--- src/rtl/watchdog_pkg.sv ---
// Shared constants for the heartbeat watchdog: clock rate, default
// warning/timeout thresholds and the width of the elapsed-cycle counter.
`timescale 1ns/1ps
package watchdog_pkg;

  localparam int unsigned CLK_HZ                 = 125_000_000;
  localparam int unsigned COUNT_WIDTH            = 32;

  // Five seconds to timeout, four seconds to the early warning.
  localparam int unsigned DEFAULT_TIMEOUT_CYCLES = 5 * CLK_HZ;
  localparam int unsigned DEFAULT_WARN_CYCLES    = 4 * CLK_HZ;

endpackage

--- src/rtl/watchdog_timer_unit.sv ---
// Heartbeat watchdog. Counts cycles since the last kick from the supervising
// logic, raises a warning before the deadline and a sticky force_reset once
// the deadline passes. The counter saturates at the timeout, so force_reset
// stays up until a heartbeat, a disable or a reset clears everything.
`timescale 1ns/1ps
module watchdog_timer_unit
  import watchdog_pkg::*;
#(
  parameter int unsigned TIMEOUT_CYCLES = DEFAULT_TIMEOUT_CYCLES,
  parameter int unsigned WARN_CYCLES    = DEFAULT_WARN_CYCLES
) (
  input  logic                   clk,
  input  logic                   rstn,
  input  logic                   enable,
  input  logic                   heartbeat,
  output logic                   force_reset,
  output logic                   warning,
  output logic [COUNT_WIDTH-1:0] count
);

  localparam logic [COUNT_WIDTH-1:0] TIMEOUT_LIMIT = COUNT_WIDTH'(TIMEOUT_CYCLES);
  localparam logic [COUNT_WIDTH-1:0] WARN_LIMIT    = COUNT_WIDTH'(WARN_CYCLES);

  // Reject threshold combinations that would make the warning meaningless
  // or the timeout unreachable.
  if (TIMEOUT_CYCLES < 2 || WARN_CYCLES < 1 || WARN_CYCLES >= TIMEOUT_CYCLES) begin : g_bad_params
    $error("watchdog_timer_unit: need 1 <= WARN_CYCLES < TIMEOUT_CYCLES and TIMEOUT_CYCLES >= 2");
  end

  logic [COUNT_WIDTH-1:0] count_inc;
  logic                   at_limit;

  // Incremented count and saturation flag feeding the register update.
  always_comb begin
    count_inc = count + COUNT_WIDTH'(1);
    at_limit  = (count == TIMEOUT_LIMIT);
  end

  // Counter and flag registers: disable and heartbeat both clear, otherwise count up to the limit and hold.
  always_ff @(posedge clk or negedge rstn) begin
    if (!rstn) begin
      count       <= '0;
      warning     <= 1'b0;
      force_reset <= 1'b0;
    end else if (!enable || heartbeat) begin
      count       <= '0;
      warning     <= 1'b0;
      force_reset <= 1'b0;
    end else if (!at_limit) begin
      count       <= count_inc;
      warning     <= (count_inc >= WARN_LIMIT);
      force_reset <= (count_inc == TIMEOUT_LIMIT);
    end
  end

`ifndef SYNTHESIS
  // Structural invariants relating the flags to the counter value.
  a_force_implies_warn : assert property (@(posedge clk) disable iff (!rstn) force_reset |-> warning);
  a_force_at_limit     : assert property (@(posedge clk) disable iff (!rstn) force_reset |-> (count == TIMEOUT_LIMIT));
  a_count_bounded      : assert property (@(posedge clk) disable iff (!rstn) count <= TIMEOUT_LIMIT);
  a_warn_matches_count : assert property (@(posedge clk) disable iff (!rstn) warning == (count >= WARN_LIMIT));
  a_disable_clears     : assert property (@(posedge clk) disable iff (!rstn)
                                          !enable |=> (count == '0 && !warning && !force_reset));
  c_timeout_then_clear : cover property (@(posedge clk) disable iff (!rstn) force_reset ##1 !force_reset);
`endif

endmodule

--- config.mk ---
export PLATFORM = sky130hd
export DESIGN_NAME = watchdog_timer_unit
export DESIGN_NICKNAME = d
export VERILOG_FILES = /design/src/rtl/watchdog_pkg.sv /design/src/rtl/watchdog_timer_unit.sv
export SDC_FILE = /design/constraint.sdc
export NUM_CORES = 1
export LEC_CHECK = 0
export CORE_UTILIZATION = 57
export DETAILED_ROUTE_END_ITERATION = 8
export PLACE_DENSITY = 0.84
export SETUP_SLACK_MARGIN = 0.3
export SLEW_MARGIN = 25
export SYNTH_ARGS = -nofsm -noshare
export SYNTH_HDL_FRONTEND = slang
export SYNTH_SLANG_ARGS = --single-unit
--- constraint.sdc ---
create_clock -name clk -period 5.71 [get_ports clk]
set_clock_uncertainty 0.2 [all_clocks]
set_input_delay 1.142 -clock clk [delete_from_list [all_inputs] [get_ports clk]]
set_output_delay 1.142 -clock clk [all_outputs]
set_load 0.01 [all_outputs]
Word-level counts from Yosys, hierarchy flattened:

Cells that the tools add are included.

* add/sub/neg operators: 1
* $lt $le $gt $ge: 1
* equal/unequal tests: 3
* muxes and demuxes: 6
* reductions and logical operators: 2

Operator list (count)
* $eq A32 B30 Y1 const B: 2
* $mux W32: 2
* $add A32 B1 Y32 const B: 1
* $ge A32 B29 Y1 const B: 1
* $mux W1: 4
* $ne A2 B1 Y1 const B: 1
* $logic_not A1 Y1: 1
* $logic_or A1 B1 Y1: 1

* register bits: 34
* bits of input ports: 4
* logic and storage cells: 16

Longest topological paths before layout:

Gate-level depths: netlist (run 1).

* depth in word-level cells: 4
* depth in mapped cells: 11
* depth with buffers taken out: 10

Worst setup path before layout (run 1):

No wires, ideal clock.

* path type: in2reg
* from: input enable
* to: register count[14]
* library setup time: 0.132 ns
* arrival time: 2.628 ns
* data required time: 5.378 ns
* slack: 2.750 ns
* stages: 8
* path buffers: 3
* cell sequence: nor2b_1 > nand3_1 > or3_1 > clkbuf_1 > nand2_1 > clkbuf_1 > clkbuf_1 > nor2_1

* word-level cells in the longest chain between the ends: 3
* elaborated cells between the ends (all ways): 4

RTL lines
* start, declared: RTL line watchdog_timer_unit.sv:14 `input logic enable,`
* $logic_not A1 Y1 *: RTL line watchdog_timer_unit.sv:45 `end else if (!enable || heartbeat) begin`
* $logic_or A1 B1 Y1 *: RTL line watchdog_timer_unit.sv:45
* $ne A2 B1 Y1 (no source line) or $mux W32 (tied branches)
* end signal, assigned: RTL line watchdog_timer_unit.sv:50 `count <= count_inc;`
* end, declared: RTL line watchdog_timer_unit.sv:18 `output logic [COUNT_WIDTH-1:0] count`

Mark *: on every way between the ends. The rest lies on a longest branch, timed or not.
A chain may end at the register's enable or synchronous reset.

Worst setup path in the final report (run 1):

* from: input enable
* to: register warning

* word-level cells in the longest chain between the ends: 3
* elaborated cells between the ends (all ways): 4

RTL lines
* $logic_not A1 Y1 *: RTL line watchdog_timer_unit.sv:45
* $logic_or A1 B1 Y1 *: RTL line watchdog_timer_unit.sv:45
* $ne A2 B1 Y1 (no source line) or $mux W1 (tied branches)
* end signal, assigned: RTL line watchdog_timer_unit.sv:51 `warning <= (count_inc >= WARN_LIMIT);`
* end, declared: RTL line watchdog_timer_unit.sv:17 `output logic warning,`

Marks and branches as above.

==> flow_summary_export.csv, run 1 <==
group,metric,value,unit
run_status,status,"finished, final reports clean",
power,cellPowerDensity,159,nW/um^2
setup_path,cp_max_fo,20,
layout,layout-drive-gt1-share,5.50,%
clocking,clk_pin_slew,0.07,ns
power,power.leakage,0.993,nW
grt,overflow,0,
setup_path,r2r_start,"count[0]$_DFFE_PN0P_",
sta,worst_pin_slew,0.690,ns
power,ir_worst_vdd,0.000118,V
setup_path,rr_endpoint,"warning$_DFFE_PN0P_",
grt,grt.busiest_layer,"met2",
sta,fin_crit_sh,61.9,%
drt,vias_per_cell,6.22,
place,place.gp.congestion,0.901,
setup_path,worst_path_largest_cell_delay,0.51,ns
clocking,cts_sinks,34,
yosys,syn_nets,269,
die,die-width,64.7,um
setup_path,rrSetupSlack,2.42,ns
layout,multi_input_area,1290,um^2
layout,fillCellCount,290,
layout,n_antenna_cell,0,
hold_path,hold_class,"register to register",
setup_path,cp-start-kind,"primary input",
setup_path,cp_slowest_cell,"or4_1",
hold_path,holdPathEnd,"force_reset$_DFFE_PN0P_",
setup_path,cp.required,5.72,ns
setup_path,crit_chain,"clkdlybuf4s50_1 > nor2b_1 > nand3_1 > or3_1 > nand2_1 > nor3_2 > nand4b_1 > or4_1 > o21ai_1",
die,start_util,60.3,%
layout,seq_area,851,um^2
yosys,yosysSeqAreaShare,38.0,%
clocking,cts_htree_levels,2,
layout,syn_to_final_growth,19.8,%
sta,rsz0062_at_grt,"false",
clocking,cts_setup_buffers,0,
grt,met3_usage,4.93,%
yosys,yosysMostFrequentCell,"nor2_1",
setup_path,arrival,3.55,ns
yosys,avgSynthCellArea,8.52,um^2
clocking,clk_latency,0.29,ns
place,port_buffers,37,
yosys,async_reset_ff_share,100,%
yosys,synth_seq_cells,34,
grt,met2_usage,42.3,%
yosys,synthFlopType,"dfrtp_1",
yosys,synth_edf_count,0,
sta,hold_viol_final,0,
drt,wire_per_inst,16.2,um
yosys,synth_top_area_share,38.0,%
drt,drt_iter0_drc,180,
sta,fmax,0.283,GHz
sta,slew_violations,0,
drt,drcViolationCount,0,
run,maxCapViolCount,0,
sta,slew_headroom,53.9,%
clocking,ctsResizeCount,0,
die,std_cell_rows,22,
hold_path,hp-start,"force_reset$_DFFE_PN0P_",
sta,setup_viol,0,
clocking,numCtsBuffers,5,
clocking,cts_buffer_depth,2,
grt,antenna_found_initial,0,
drt,vias,2107,
place,dp_hpwl,3790,um
grt,grt_pass1_wl,9050,um
die,io_pins,38,
clocking,cts_tree,"done",
grt,grt_pass1_vias,1788,
die,die_h,64.7,um
place,post_dp_cell_area,2610,um^2
yosys,synth.largest_area_cell,"dfrtp_1",
drt,first_pass_iters,7,
drt,wirelength,5500,um
die,coreArea,3720,um^2
sta,tns,0,ns
hold_path,holdPathStages,1,
yosys,syn_inst,263,
grt,gr-usage-all-layers,28.7,%
setup_path,path_class,"primary input to register",
clocking,root_buffer,"clkbuf_8",
grt,grt_max_degree,35,
drt,route.antenna.remaining_nets,0,
sta,period_needed,3.53,ns
yosys,synth.area.top_cells,"dfrtp_1 38%, nor2_1 6.5%, xnor2_1 6.3%",
yosys,ys_types,49,
yosys,synth.cell_area,2240,um^2
setup_path,cp-end-kind,"register",
layout,fin_nets,297,
grt,grt.met1_usage,42.1,%
setup_path,reg2reg_depth,9,
yosys,ys_top_cells_by_count,"39 x nor2_1, 34 x dfrtp_1, 23 x nand2_1",
clocking,cts_hold_buf,0,
yosys,synth-warning-count,0,
layout,final_cell_area,2680,um^2
die,dieArea,4190,um^2
-- report_power, final --
group | leakage [nW] | switching (mW) | internal [mW] | total (mW)
registers | 0.474 | 0.00133 | 0.241 | 0.243
logic | 0.481 | 0.0103 | 0.00469 | 0.0150
clock network | 0.0383 | 0.0855 | 0.0840 | 0.169
-- area by class of cell --
class / instances / area share [%]
clock buffer: 7 / 2.84
inverter: 6 / 0.839
multi-input combinational: 205 / 48.0
sequential: 34 / 31.7
tap: 48 / 2.24
timing repair buffer: 39 / 14.4
-- how the worst max path moves through the flow --
stage,startpoint,end,slack (ns),cells after the start
CTS,enable,warning$_DFFE_PN0P_,2.15,9
floorplan,enable,count[14]$_DFFE_PN0P_,2.75,8
global placement,enable,warning$_DFFE_PN0P_,1.98,9
finish,enable,warning$_DFFE_PN0P_,2.18,9
detailed placement,enable,force_reset$_DFFE_PN0P_,1.84,9
global route,enable,warning$_DFFE_PN0P_,2.00,9
-- critical path, delay by kind of cell --
kind	cells	cell delay, ns
AO/OA/AOI/OAI	1	0.15
buffers and inverters	1	0.41
AND/OR/NAND/NOR	7	1.83
-- flip-flops by register name (all words and copies together), names as in the netlist --
name	cells
force_reset	1
warning	1
count	32
-- logic make-up after synthesis --
family | synth area share (%)
AOI/OAI and AO/OA | 8.43
xor gates and xnor gates | 12.1
adders and majority gates | 1.12
buffers and inverters | 4.52
DFF | 38.0
muxes | 0.949
and+or+nand+nor | 34.9
-- placed cells by master, fill, tap and decap left out, drive strengths merged, types with 7 or more instances in the layout --
cell and instances:
xnor2 16, dfrtp 34, nor2 39, xor2 15
nor3 11, o21ai 9, nand3 17, nor4 11
clkbuf 7, nand2 23, nand4 14, clkdlybuf4s50 37
-- routing by layer --
metal | share of wire (%) | vias up
li1 | - | 996
met1 | 44 | 998
met2 | 46 | 106
met3 | 7.9 | 7
met4 | 1.5 | 0
met5 | 0 | -
-- metrics by stage --
step	hold slack (ns)	setup slack (ns)	total power, mW	cells	utilization [%]
floorplan	0.332	2.75	0.252	263	-
global placement	0.314	1.98	0.263	332	70.2
detailed placement	0.316	1.84	0.263	332	70.2
CTS	0.335	2.15	0.429	339	72.2
global route	0.372	2.00	0.441	339	72.2
finish	0.332	2.18	0.427	339	72.2
Note: power is estimated with default switching activity, not from simulation.
==> run 2, diff against run 1 <==
--- a/config.mk
+++ b/config.mk
@@ -5,9 +5,9 @@
 export SDC_FILE = /design/constraint.sdc
 export NUM_CORES = 1
 export LEC_CHECK = 0
-export CORE_UTILIZATION = 57
+export CORE_UTILIZATION = 53
 export DETAILED_ROUTE_END_ITERATION = 8
-export PLACE_DENSITY = 0.84
+export PLACE_DENSITY = 0.79
 export SETUP_SLACK_MARGIN = 0.3
 export SLEW_MARGIN = 25
 export SYNTH_ARGS = -nofsm -noshare
==> constraint.sdc (replaced) <==
create_clock -name clk -period 3.6 [get_ports clk]
set_clock_uncertainty 0.2 [all_clocks]
set_input_delay 0.72 -clock clk [delete_from_list [all_inputs] [get_ports clk]]
set_output_delay 0.72 -clock clk [all_outputs]
set_load 0.01 [all_outputs]
==> run 2 against run 1 <==
Compared with the run above:
- sequential power rose by 58%
- sequential share of layout area fell by 0.38 points
- flip-flop and latch count did not move
- via count fell by 0.57%
- first-iteration DRC count fell by 3.9%
- clock-buffer cell count did not move
- core utilization fell by 4.8 points
- non-clock buffer count rose by 4
==> flow_summary_export.csv, run 2 (synthesis gave the netlist of run 1 again) <==
group,metric,value,unit
drt,drcViolationCount,0,
hold_path,holdPathEnd,"force_reset$_DFFE_PN0P_",
die,std_cell_rows,23,
drt,vias_per_cell,6.07,
die,coreArea,4030,um^2
grt,gr-usage-all-layers,27.8,%
clocking,cts_setup_buffers,0,
clocking,cts_buffer_depth,2,
die,dieArea,4490,um^2
clocking,cts_hold_buf,0,
layout,top_register,"count",
setup_path,arrival,2.99,ns
grt,grt_pass1_wl,9190,um
setup_path,cp.required,3.62,ns
drt,first_pass_iters,4,
layout,final_common_cell,"nor2_1",
drt,route.antenna.remaining_nets,0,
clocking,numCtsBuffers,5,
place,place.gp.congestion,0.919,
setup_path,reg2reg_depth,8,
setup_path,r2r_start,"count[10]$_DFFE_PN0P_",
grt,grt_max_degree,35,
sta,tns,0,ns
setup_path,rr_endpoint,"warning$_DFFE_PN0P_",
run,maxCapViolCount,0,
sta,worst_pin_slew,0.569,ns
layout,n_antenna_cell,0,
clocking,ctsResizeCount,0,
clocking,cts_tree,"done",
layout,largest_reg_flops,32,
clocking,cts_htree_levels,2,
grt,antenna_found_initial,0,
die,start_util,55.6,%
layout,syn_to_final_growth,21.2,%
sta,setup_ws,0.628,ns
die,io_pins,38,
setup_path,cp_max_fo,10,
sta,slew_violations,0,
sta,rsz0062_at_grt,"false",
drt,drt_iter0_drc,173,
clocking,root_buffer,"clkbuf_8",
run_status,status,"finished, final reports clean",
hold_path,hold_class,"register to register",
layout,most-common-layout-cells,"39 x nor2_1, 37 x clkdlybuf4s50_1, 34 x dfrtp_1, 23 x nand2_1, 17 x nand3_1",
power,ir_worst_vdd,0.000224,V
sta,slew_headroom,62.0,%
die,die-width,67.0,um
grt,overflow,0,
power,power.leakage,1.01,nW
clocking,clk_latency,0.29,ns
hold_path,hp-start,"force_reset$_DFFE_PN0P_",
power,cellPowerDensity,248,nW/um^2
place,pre_cts_slack,0.671,ns
clocking,cts_sinks,34,
layout,layout-drive-gt1-share,6.78,%
sta,fmax,0.337,GHz
setup_path,cp-start-kind,"register",
hold_path,holdPathStages,1,
layout,top_regs,"count (32), force_reset (1), warning (1)",
setup_path,rrSetupSlack,0.63,ns
setup_path,path_class,"register to register",
place,port_buffers,37,
place,dp_hpwl,3920,um
die,die_h,67.0,um
layout,fin_nets,301,
setup_path,cp-end-kind,"register",
sta,period_needed,2.97,ns
sta,hold_viol_final,0,
drt,wirelength,5640,um
clocking,clk_pin_slew,0.07,ns
sta,fin_crit_sh,82.5,%
grt,grt_pass1_vias,1919,
drt,wire_per_inst,16.3,um
sta,setup_viol,0,
drt,vias,2095,
-- run 2: cell type report --
cell class	instances	area, um^2
fill	359	1310
multi-input combinational	205	1290
sequential	34	851
timing repair buffer	43	415
clock buffer	7	76.3
tap	50	62.6
inverter	6	22.5
-- run 2: power by group --
| part | total, mW | internal, mW | leakage [nW] | switching (mW) |
|---|---|---|---|---|
| clock network | 0.264 | 0.133 | 0.0383 | 0.131 |
| logic | 0.0255 | 0.00835 | 0.499 | 0.0171 |
| registers | 0.385 | 0.383 | 0.474 | 0.00192 |
| total | 0.675 | 0.524 | 1.01 | 0.150 |
-- run 2: per-layer routing --
layer	track usage [%]	vias up	wire, um
met5	0	-	0
met4	8.24	0	93
met3	6.51	9	365
met2	41.9	79	2620
met1	39.1	1010	2560
li1	-	997	-
-- run 2: worst max path at each step --
stage,slack (ns),startpoint,endpoint,cells past startpoint
after global routing,0.47,count[11]$_DFFE_PN0P_,warning$_DFFE_PN0P_,8
final,0.63,count[10]$_DFFE_PN0P_,warning$_DFFE_PN0P_,8
after detailed placement,0.67,enable,warning$_DFFE_PN0P_,9
after floorplan,0.89,count[0]$_DFFE_PN0P_,force_reset$_DFFE_PN0P_,10
after CTS,0.67,count[10]$_DFFE_PN0P_,warning$_DFFE_PN0P_,8
after global placement,0.76,enable,warning$_DFFE_PN0P_,9
-- run 2: metrics by stage --
step / utilization [%] / power [mW] / hold WS (ns) / area [um^2] / cells
after floorplan: - / 0.400 / 0.224 / 2240 / 263
final: 67.4 / 0.675 / 0.329 / 2720 / 345
after global placement: 65.5 / 0.418 / 0.312 / 2640 / 338
after detailed placement: 65.5 / 0.418 / 0.309 / 2640 / 338
after global routing: 67.4 / 0.703 / 0.360 / 2720 / 345
after CTS: 67.4 / 0.680 / 0.327 / 2720 / 345
-- run 2: worst max-delay path, cell delays in order (launching register included) --
cell      delay (ns)
dfrtp_1         0.54
nand4_2         0.24
nor4_4          0.56
nand4_1         0.19
xor2_1          0.21
nor3_2          0.18
nand4b_1        0.13
or4_1           0.51
o21ai_1         0.14
